--- src/rtl/eros_domain_pwr_seq.sv ---
// eros_domain_pwr_seq
// Per-domain power sequencer. On sleep each domain gates its clock, isolates,
// optionally enters retention and then opens its power switch. Wake runs the
// same steps in reverse order. Waits on the power-switch handshake are timed,
// and a sticky error flag is raised if the macro is slow to acknowledge.
module eros_domain_pwr_seq #(
    parameter int N_DOMAINS   = 3,
    parameter int CG_DELAY    = 2,
    parameter int ACK_TIMEOUT = 255
) (
    input  logic                 clk_i,
    input  logic                 rst_i,
    input  logic [N_DOMAINS-1:0] sleep_req_i,
    input  logic [N_DOMAINS-1:0] wake_req_i,
    input  logic [N_DOMAINS-1:0] retain_i,
    input  logic [N_DOMAINS-1:0] pwrgate_ack_ni,
    input  logic                 err_clear_i,
    output logic [N_DOMAINS-1:0] clk_en_o,
    output logic [N_DOMAINS-1:0] iso_o,
    output logic [N_DOMAINS-1:0] set_retentive_no,
    output logic [N_DOMAINS-1:0] pwrgate_no,
    output logic [N_DOMAINS-1:0] domain_on_o,
    output logic [N_DOMAINS-1:0] busy_o,
    output logic [N_DOMAINS-1:0] err_o,
    output logic                 irq_o
);

    // One counter serves both the clock-gate settle delay and the ack timeout,
    // so it is sized for the larger of the two and saturates instead of wrapping.
    localparam int CNT_MAX = (CG_DELAY > ACK_TIMEOUT) ? CG_DELAY : ACK_TIMEOUT;
    localparam int CNT_W   = $clog2(CNT_MAX + 1);

    localparam logic [CNT_W-1:0] CNT_ZERO = CNT_W'(0);
    localparam logic [CNT_W-1:0] CNT_ONE  = CNT_W'(1);
    localparam logic [CNT_W-1:0] CG_LAST  = CNT_W'(CG_DELAY - 1);
    localparam logic [CNT_W-1:0] TO_LAST  = CNT_W'(ACK_TIMEOUT - 1);
    localparam logic [CNT_W-1:0] TO_MAX   = CNT_W'(ACK_TIMEOUT);

    // Output bundle order: {clk_en, iso, set_retentive_n, pwrgate_n}
    localparam logic [3:0] OUT_RESET = 4'b1011;

    typedef enum logic [3:0] {
        ST_ON      = 4'd0,
        ST_CLK_OFF = 4'd1,
        ST_ISO     = 4'd2,
        ST_RET     = 4'd3,
        ST_PG      = 4'd4,
        ST_OFF     = 4'd5,
        ST_PU      = 4'd6,
        ST_UNRET   = 4'd7,
        ST_DEISO   = 4'd8,
        ST_CLK_ON  = 4'd9
    } state_t;

    // Macro-facing controls as a pure function of state. Registering this
    // value of the next state keeps every output aligned with its state.
    function automatic logic [3:0] seq_outputs(input state_t st, input logic retain);
        logic [3:0] o;
        case (st)
            ST_ON:      o = 4'b1011;
            ST_CLK_OFF: o = 4'b0011;
            ST_ISO:     o = 4'b0111;
            ST_RET:     o = {1'b0, 1'b1, ~retain, 1'b1};
            ST_PG:      o = {1'b0, 1'b1, ~retain, 1'b0};
            ST_OFF:     o = {1'b0, 1'b1, ~retain, 1'b0};
            ST_PU:      o = {1'b0, 1'b1, ~retain, 1'b1};
            ST_UNRET:   o = 4'b0111;
            ST_DEISO:   o = 4'b0011;
            ST_CLK_ON:  o = 4'b0011;
            default:    o = OUT_RESET;
        endcase
        return o;
    endfunction

    logic [N_DOMAINS-1:0] err_next_s;
    logic                 irq_r;

    for (genvar d = 0; d < N_DOMAINS; d++) begin : g_dom
        state_t           state_r, state_s;
        logic [CNT_W-1:0] cnt_r, cnt_s;
        logic             retain_r, retain_s;
        logic             err_r, err_s, err_set_s;
        logic [3:0]       out_r;
        logic             on_r, busy_r;

        // Next-state, counter and timeout detection for this domain.
        always_comb begin
            state_s   = state_r;
            cnt_s     = cnt_r;
            retain_s  = retain_r;
            err_set_s = 1'b0;
            case (state_r)
                ST_ON: begin
                    // Wake wins a tie, so a simultaneous pair keeps the domain up.
                    if (sleep_req_i[d] && !wake_req_i[d]) begin
                        state_s  = ST_CLK_OFF;
                        retain_s = retain_i[d];
                        cnt_s    = CNT_ZERO;
                    end else begin
                        state_s = ST_ON;
                    end
                end
                ST_CLK_OFF: begin
                    if (cnt_r == CG_LAST) begin
                        state_s = ST_ISO;
                        cnt_s   = CNT_ZERO;
                    end else begin
                        cnt_s = cnt_r + CNT_ONE;
                    end
                end
                ST_ISO: begin
                    state_s = ST_RET;
                end
                ST_RET: begin
                    state_s = ST_PG;
                    cnt_s   = CNT_ZERO;
                end
                ST_PG: begin
                    if (!pwrgate_ack_ni[d]) begin
                        state_s = ST_OFF;
                        cnt_s   = CNT_ZERO;
                    end else begin
                        if (cnt_r != TO_MAX) begin
                            cnt_s = cnt_r + CNT_ONE;
                        end else begin
                            cnt_s = cnt_r;
                        end
                        if (cnt_r == TO_LAST) begin
                            err_set_s = 1'b1;
                        end else begin
                            err_set_s = 1'b0;
                        end
                    end
                end
                ST_OFF: begin
                    if (wake_req_i[d]) begin
                        state_s = ST_PU;
                        cnt_s   = CNT_ZERO;
                    end else begin
                        state_s = ST_OFF;
                    end
                end
                ST_PU: begin
                    if (pwrgate_ack_ni[d]) begin
                        state_s = ST_UNRET;
                        cnt_s   = CNT_ZERO;
                    end else begin
                        if (cnt_r != TO_MAX) begin
                            cnt_s = cnt_r + CNT_ONE;
                        end else begin
                            cnt_s = cnt_r;
                        end
                        if (cnt_r == TO_LAST) begin
                            err_set_s = 1'b1;
                        end else begin
                            err_set_s = 1'b0;
                        end
                    end
                end
                ST_UNRET: begin
                    state_s = ST_DEISO;
                end
                ST_DEISO: begin
                    state_s = ST_CLK_ON;
                    cnt_s   = CNT_ZERO;
                end
                ST_CLK_ON: begin
                    if (cnt_r == CG_LAST) begin
                        state_s = ST_ON;
                        cnt_s   = CNT_ZERO;
                    end else begin
                        cnt_s = cnt_r + CNT_ONE;
                    end
                end
                default: begin
                    state_s = ST_ON;
                    cnt_s   = CNT_ZERO;
                end
            endcase
        end

        // Sticky error: a new timeout beats a clear arriving in the same cycle.
        always_comb begin
            if (err_set_s) begin
                err_s = 1'b1;
            end else if (err_clear_i) begin
                err_s = 1'b0;
            end else begin
                err_s = err_r;
            end
        end

        assign err_next_s[d] = err_s;

        // Domain state, counter and registered outputs; reset lands in ON.
        always_ff @(posedge clk_i or posedge rst_i) begin
            if (rst_i) begin
                state_r  <= ST_ON;
                cnt_r    <= CNT_ZERO;
                retain_r <= 1'b0;
                err_r    <= 1'b0;
                out_r    <= OUT_RESET;
                on_r     <= 1'b1;
                busy_r   <= 1'b0;
            end else begin
                state_r  <= state_s;
                cnt_r    <= cnt_s;
                retain_r <= retain_s;
                err_r    <= err_s;
                out_r    <= seq_outputs(state_s, retain_s);
                on_r     <= (state_s == ST_ON);
                busy_r   <= !((state_s == ST_ON) || (state_s == ST_OFF));
            end
        end

        assign clk_en_o[d]         = out_r[3];
        assign iso_o[d]            = out_r[2];
        assign set_retentive_no[d] = out_r[1];
        assign pwrgate_no[d]       = out_r[0];
        assign domain_on_o[d]      = on_r;
        assign busy_o[d]           = busy_r;
        assign err_o[d]            = err_r;
    end

    // Interrupt is registered from the same next-error vector as err_o.
    always_ff @(posedge clk_i or posedge rst_i) begin
        if (rst_i) begin
            irq_r <= 1'b0;
        end else begin
            irq_r <= |err_next_s;
        end
    end

    assign irq_o = irq_r;

endmodule

--- config.mk ---
export PLATFORM = sky130hd
export DESIGN_NAME = eros_domain_pwr_seq
export DESIGN_NICKNAME = d
export VERILOG_FILES = /design/src/rtl/eros_domain_pwr_seq.sv
export SDC_FILE = /design/constraint.sdc
export NUM_CORES = 1
export LEC_CHECK = 0
export BUFFER_PORTS_ARGS = -buffer_cell sky130_fd_sc_hd__buf_4
export CORE_MARGIN = 2
export CORE_UTILIZATION = 52
export DETAILED_ROUTE_END_ITERATION = 16
export GPL_TIMING_DRIVEN = 0
export PLACE_DENSITY_LB_ADDON = 0.3
export SETUP_SLACK_MARGIN = 0.3
export SLEW_MARGIN = 40
export SYNTH_ARGS = -nofsm -noshare
export SYNTH_HDL_FRONTEND = slang
export SYNTH_SLANG_ARGS = --single-unit
--- constraint.sdc ---
create_clock -name clk_i -period 3.5 [get_ports clk_i]
set_input_delay 0.7 -clock clk_i [delete_from_list [all_inputs] [get_ports clk_i]]
set_output_delay 0.7 -clock clk_i [all_outputs]
set_load 0.01 [all_outputs]
## Word level (Yosys, flattened, before mapping)

Cells that the tools add are included.

- Bits in registers: 61
- Input bits: 15
- Logic and storage cells: 209

- Add/subtract/negate cells: 3
- Equality and inequality tests: 69
- Multiplexer cells: 69
- Bitwise gates (word level): 6
- Reduce and logical (&&, ||, !) cells: 40

Operators with widths:

| kind | count |
|---|---|
| $mux W8 | 18 |
| $pmux W8 S6 | 3 |
| $pmux W4 S10 | 3 |
| $eq A4 B3 Y1 const B | 24 |
| $eq A4 B2 Y1 const B | 12 |
| $eq A4 B4 Y1 const B | 12 |
| $mux W4 | 12 |
| $pmux W4 S4 | 3 |
| $reduce_or A2 Y1 | 15 |
| $add A8 B1 Y8 const B | 3 |
| $eq A4 B1 Y1 const B | 6 |
| $eq A8 B1 Y1 const B | 3 |
| $eq A8 B8 Y1 const B | 3 |
| $logic_not A4 Y1 | 6 |
| $mux W1 | 24 |
| $ne A8 B8 Y1 const B | 3 |
| $ne A2 B2 Y1 const B | 6 |
| $reduce_or A3 Y1 | 4 |
| $reduce_and A3 Y1 | 3 |
| $logic_not A1 Y1 | 6 |
| $mux W2 | 3 |
| $not A1 Y1 | 6 |
| $pmux W1 S2 | 3 |
| $logic_and A1 B1 Y1 | 3 |
| $logic_or A1 B1 Y1 | 3 |

## Depth between registers and ports, before layout

- Word-level depth: 7
- Mapped depth: 7
- Depth with buffers taken out: 6

## Worst setup path after synthesis

Ideal clock, no wire load.

- Kind: register to register
- Start point: register g_dom[0].cnt_r[1]
- End point: register g_dom[0].state_r[1]
- Setup time: 0.075 ns
- Arrival: 1.746 ns
- Data required time: 3.425 ns
- Path slack: 1.679 ns
- Cell stages (with the launch flop): 7
- Buffers on the path: 0
- Clock period less this slack: 1.821 ns
- Cell sequence: dfrtp_1 > inv_1 > ha_1 > or4b_4 > o31a_1 > or3_1 > a21oi_2

- Longest elaborated chain between the ends: 3

RTL lines:

| element | line | source |
|---|---|---|
| start, declared | 80 | `logic [CNT_W-1:0] cnt_r, cnt_s;` |
| start signal, assigned | 207 | `cnt_r <= cnt_s;` |
| $eq A8 B1 Y1 (*) | 104, 168 |  |
| $mux W4 (on tied branches) | 168, 104 |  |
| $pmux W4 S10 (*) | 92 | `case (state_r)` |
| named net g_dom[0].state_s[1] | 79 | `state_t state_r, state_s;` |
| end signal, assigned | 206 | `state_r <= state_s;` |
| end, declared | 79 |  |

The timed path passes the listed nets; every way through them passes the cells marked *.
A chain may end at the register's enable or synchronous reset.

## Final worst setup path

- Start point: register g_dom[0].cnt_r[1]
- End point: register g_dom[0].cnt_r[4]

- Longest elaborated chain between the ends: 4

RTL lines:

| element | line |
|---|---|
| $add A8 B1 Y8 or $ne A8 B8 Y1 (tied branches) | -- |
| $mux W8 | 123, 148 |
| $mux W8 (on tied branches) | 144, 119 |
| $pmux W8 S6 (*) | 92 |

Every way passes the cells marked *; elsewhere a longest branch is shown, timed or not.

==> impl_summary.txt <==
----------------------------------------------------
[Final layout]
  Ant. Diodes ... 0
  Number of non-filler instances in the completed layout ... 547
  Fraction of final layout cells sized beyond drive strength 1 ... 0.222
  Area growth, synth to finish ... 17.9%
  Net count reported at finish ... 470

[Worst setup path]
  Worst-case reg-to-reg path depth ... 7
  Critical-path maximum fanout ... 10
  Endpoint class of the critical path ... flop
  Startpoint type of the worst setup path ... flop
  Worst Path Arrival ... 2.24 ns
  Required time reported for the critical path endpoint ... 3.72 ns
  Reg-to-reg endpoint ... g_dom[0].cnt_r[4]
  Worst setup path category ... reg -> reg
  Worst r2r src ... g_dom[0].cnt_r[1]
  Worst R2R Setup Slack ... 1.49 ns

[Timing]
  Pin slew with the least headroom to its limit ... 0.627 ns
  Number of endpoints failing setup at the final stage ... 0
  Worst max-slew margin expressed relative to the limit ... 0.581
  FMAX ... 0.496 GHz
  Slew Limit Fails ... 0
  Period utilization ... 0.576
  Min cycle time layout ... 2.01 ns
  Number of hold-slack violations in the final timing report ... 0
  Min setup slack post-route ... 1.49 ns
  RSZ-0062 raised after global routing ... false
  Setup Skew ... 0.00862 ns
  Summed negative setup slack over all endpoints ... 0 ns

[Power]
  Static Leakage ... 1.87 nW
  Clock Power Share ... 0.214
  Share of power burned in combinational logic ... 0.470
  Power density of the placed cells ... 784 nW/µm²
  Internal power component ... 2.02 mW
  Share of power burned in registers ... 0.316
  Sw Ratio ... 0.401
  Switch Pwr ... 1.35 mW
  VDD IR max ... 0.000504 V

[Floorplanning]
  Initial core utilization ... 0.537
  DIE HEIGHT ... 87.8 µm
  Die Area ... 7700 µm²
  Core footprint ... 6790 µm²
  I/O pin cnt ... 37
  Die Span X ... 87.8 µm
  Std-Cell Rows ... 30

[Synthesis]
  Synth Area in XOR/XNOR ... 0.0144
  Library cells used by synthesis ... 66
  Cells taking the most area after synthesis ... dfrtp_1 (34%), dfstp_2 (8.6%), nand2_1 (4.7%)
  Post-Synthesis Net Count ... 422
  Yosys synthesis warning count ... 0
  Synth Area per Inst ... 9.17 µm²
  Number of cells produced by synthesis ... 398
  Multiplexer area fraction after synthesis ... 0.0202
  Simple logic cell fraction of the synthesized area ... 0.267
  Dominant combinational cell family by area after synthesis ... simple AND/OR/NAND/NOR gates
  Register bit total from synthesis ... 61
  Primary FF master, synth ... dfrtp_1
  Post-synthesis instance area ... 3650 µm²
  Fraction of post-synthesis cell area in the top cell type by area ... 0.336
  Synthesized-area fraction occupied by adder cells ... 0.0309
  Cell accounting for the most synthesized area ... dfrtp_1
  Number of enable flip-flop cells after synthesis ... 0
  Async set-reset flop share out of synthesis ... 1.00
  Complex-gate fraction of the synthesized area ... 0.189
  Share of the yosys chip area belonging to registers ... 0.422

[Routing]
  DRC violation total after the first TritonRoute iteration ... 169
  DRC violations left ... 0
  Vias per cell ... 5.85
  Total length of routed wires ... 8140 µm
  Vias after detailed routing ... 3202
  Routed wire per std cell ... 14.9 µm
  Total iterations of the first detailed-routing run ... 5
  Final ANT Viol Nets ... 0

[Clock network]
  H-tree levels ... 3
  Maximum clock insertion buffer count ... 2
  Clock tree from TritonCTS ... done
  Post-CTS clock slew at the launch and capture registers of the worst setup and hold paths ... 0.08 ns
  Buffer cell driving the clock tree root ... clkbuf_8
  Hold Buf Count CTS ... 0
  Clock sink count ... 61
  Number of post-CTS setup repair buffers ... 0
  CTS Buf Count ... 9
  Post-CTS Resized ... 0
  Clock latency reported for the late side of the worst-skew pair ... 0.35 ns

[Placement]
  Placer congestion estimate ... 0.857
  Post-place setup slack ... 1.40 ns
  Placed Cells incl. Taps ... 531
  Number of buffers added on ports ... 36
  HPWL after detailed placement ... 5650 µm

[Status]
  Run status ... completed

[Global routing]
  All-layer global routing usage ... 0.228
  Initial antenna violation count ... 0
  Maximum number of pins on one net before global-route repair ... 45
  Aggregate global routing overflow ... 0
  Via count of the first global-routing pass ... 2985
  Wire length of the first global-routing pass ... 13800 µm

[Flow run]
  Maximum Capacitance Violations ... 0

[Worst hold path]
  Worst hold path class ... in -> async

----------------------------------------------------
logic make-up after synthesis:
family	after synthesis
AOI/OAI and AO/OA	97
adders and majority gates	9
and+or+nand+nor	173
xor gates and xnor gates	6
muxes	7
DFF	61
buffers and inverters	45
power groups by stage:
stage               Clock, mW  Combinational (mW)  Sequential (mW)
floorplan                   0                1.11             1.08
global placement            0                1.51             1.07
detailed placement          0                1.56             1.08
CTS                     0.737                1.57             1.07
global route            0.772                1.75             1.09
finish                  0.724                1.59             1.06
through the flow:
stage	utilization	hold slack, ns	power, mW	instance area (µm²)
final	0.633	0.273	3.37	4300
after global routing	0.633	0.276	3.61	4300
after CTS	0.633	0.267	3.38	4300
after detailed placement	0.599	0.464	2.64	4070
after global placement	0.595	0.449	2.58	4040
after floorplan	-	0.409	2.20	3650
critical path, stage by stage (launching register included):
cell     delay (ns)
dfrtp_1        0.43
inv_1          0.10
ha_1           0.15
or4b_4         0.48
o211a_1        0.25
buf_2          0.19
o32ai_1        0.15
a22oi_1        0.15
layout make-up:
class	instances	area, µm²
fill	568	2490
multi-input combinational	292	1910
sequential	61	1540
timing repair buffer	37	290
clock buffer	10	138
buffer	23	124
tap	96	120
clock inverter	6	93.8
inverter	22	85.1
cells in the final DEF (no fill, tap or decap), drive strengths merged, types with 5 or more instances in the layout:
master	count
nand3	22
a21oi	15
dfrtp	49
dfstp	12
o21ai	10
nand4	7
nor4	9
buf	49
nand2	46
inv	21
a22oi	6
o211ai	10
o22ai	17
clkbuf	21
or3b	6
or2	5
or3	6
nand2b	5
o32ai	7
nor3	14
nor2	25
nor2b	9
ha	9
layer usage:
metal,share of wire,vias up,GRT usage
met2,0.47,126,0.349
met5,0,-,0
li1,-,1557,-
met3,0.066,18,0.0707
met4,0.018,0,0.0755
met1,0.44,1501,0.310
state kept, by name, indices dropped and copies added, names as in the netlist:
name,count
g_dom.state_r,12
g_dom.out_r,12
g_dom.err_r,3
g_dom.retain_r,3
g_dom.on_r,3
irq_o,1
g_dom.cnt_r,24
g_dom.busy_r,3
synthesized netlist by cell type (2+ instances only):
master,n
dfrtp_1,49
nand2_1,46
nor2_1,23
nand3_1,22
inv_1,19
o22ai_1,17
nor3_1,14
a21oi_1,13
dfstp_2,12
clkbuf_1,11
o211ai_1,10
buf_4,9
ha_1,9
nor2b_1,9
o21ai_0,8
nand4_1,7
o32ai_1,7
a22oi_1,6
nor4_1,6
or3_1,6
nand2b_1,5
or3b_1,5
a31oi_1,4
and2_1,4
mux2i_1,4
o21a_1,4
or2_2,4
xnor2_1,4
a22o_1,3
a2bb2oi_1,3
and3_1,3
buf_2,3
mux2_2,3
nor3b_1,3
nor4_4,3
o31a_1,3
a21o_1,2
a21oi_2,2
clkinv_1,2
nor2_2,2
nor4b_2,2
o21ai_1,2
xor2_1,2
worst max-delay path by stage:
stage / slack [ns] / end / start / depth (start not counted)
finish: 1.49 / g_dom[0].cnt_r[4] / g_dom[0].cnt_r[1] / 7
detailed placement: 1.40 / g_dom[0].cnt_r[5] / pwrgate_ack_ni[0] / 5
global placement: 0.55 / g_dom[1].retain_r / rst_i / 2
CTS: 1.49 / g_dom[0].cnt_r[7] / g_dom[0].cnt_r[1] / 7
global route: 1.37 / g_dom[0].cnt_r[1] / g_dom[0].cnt_r[1] / 7
floorplan: 1.31 / g_dom[0].busy_r / rst_i / 1
Power figures use the tool's default switching activity.
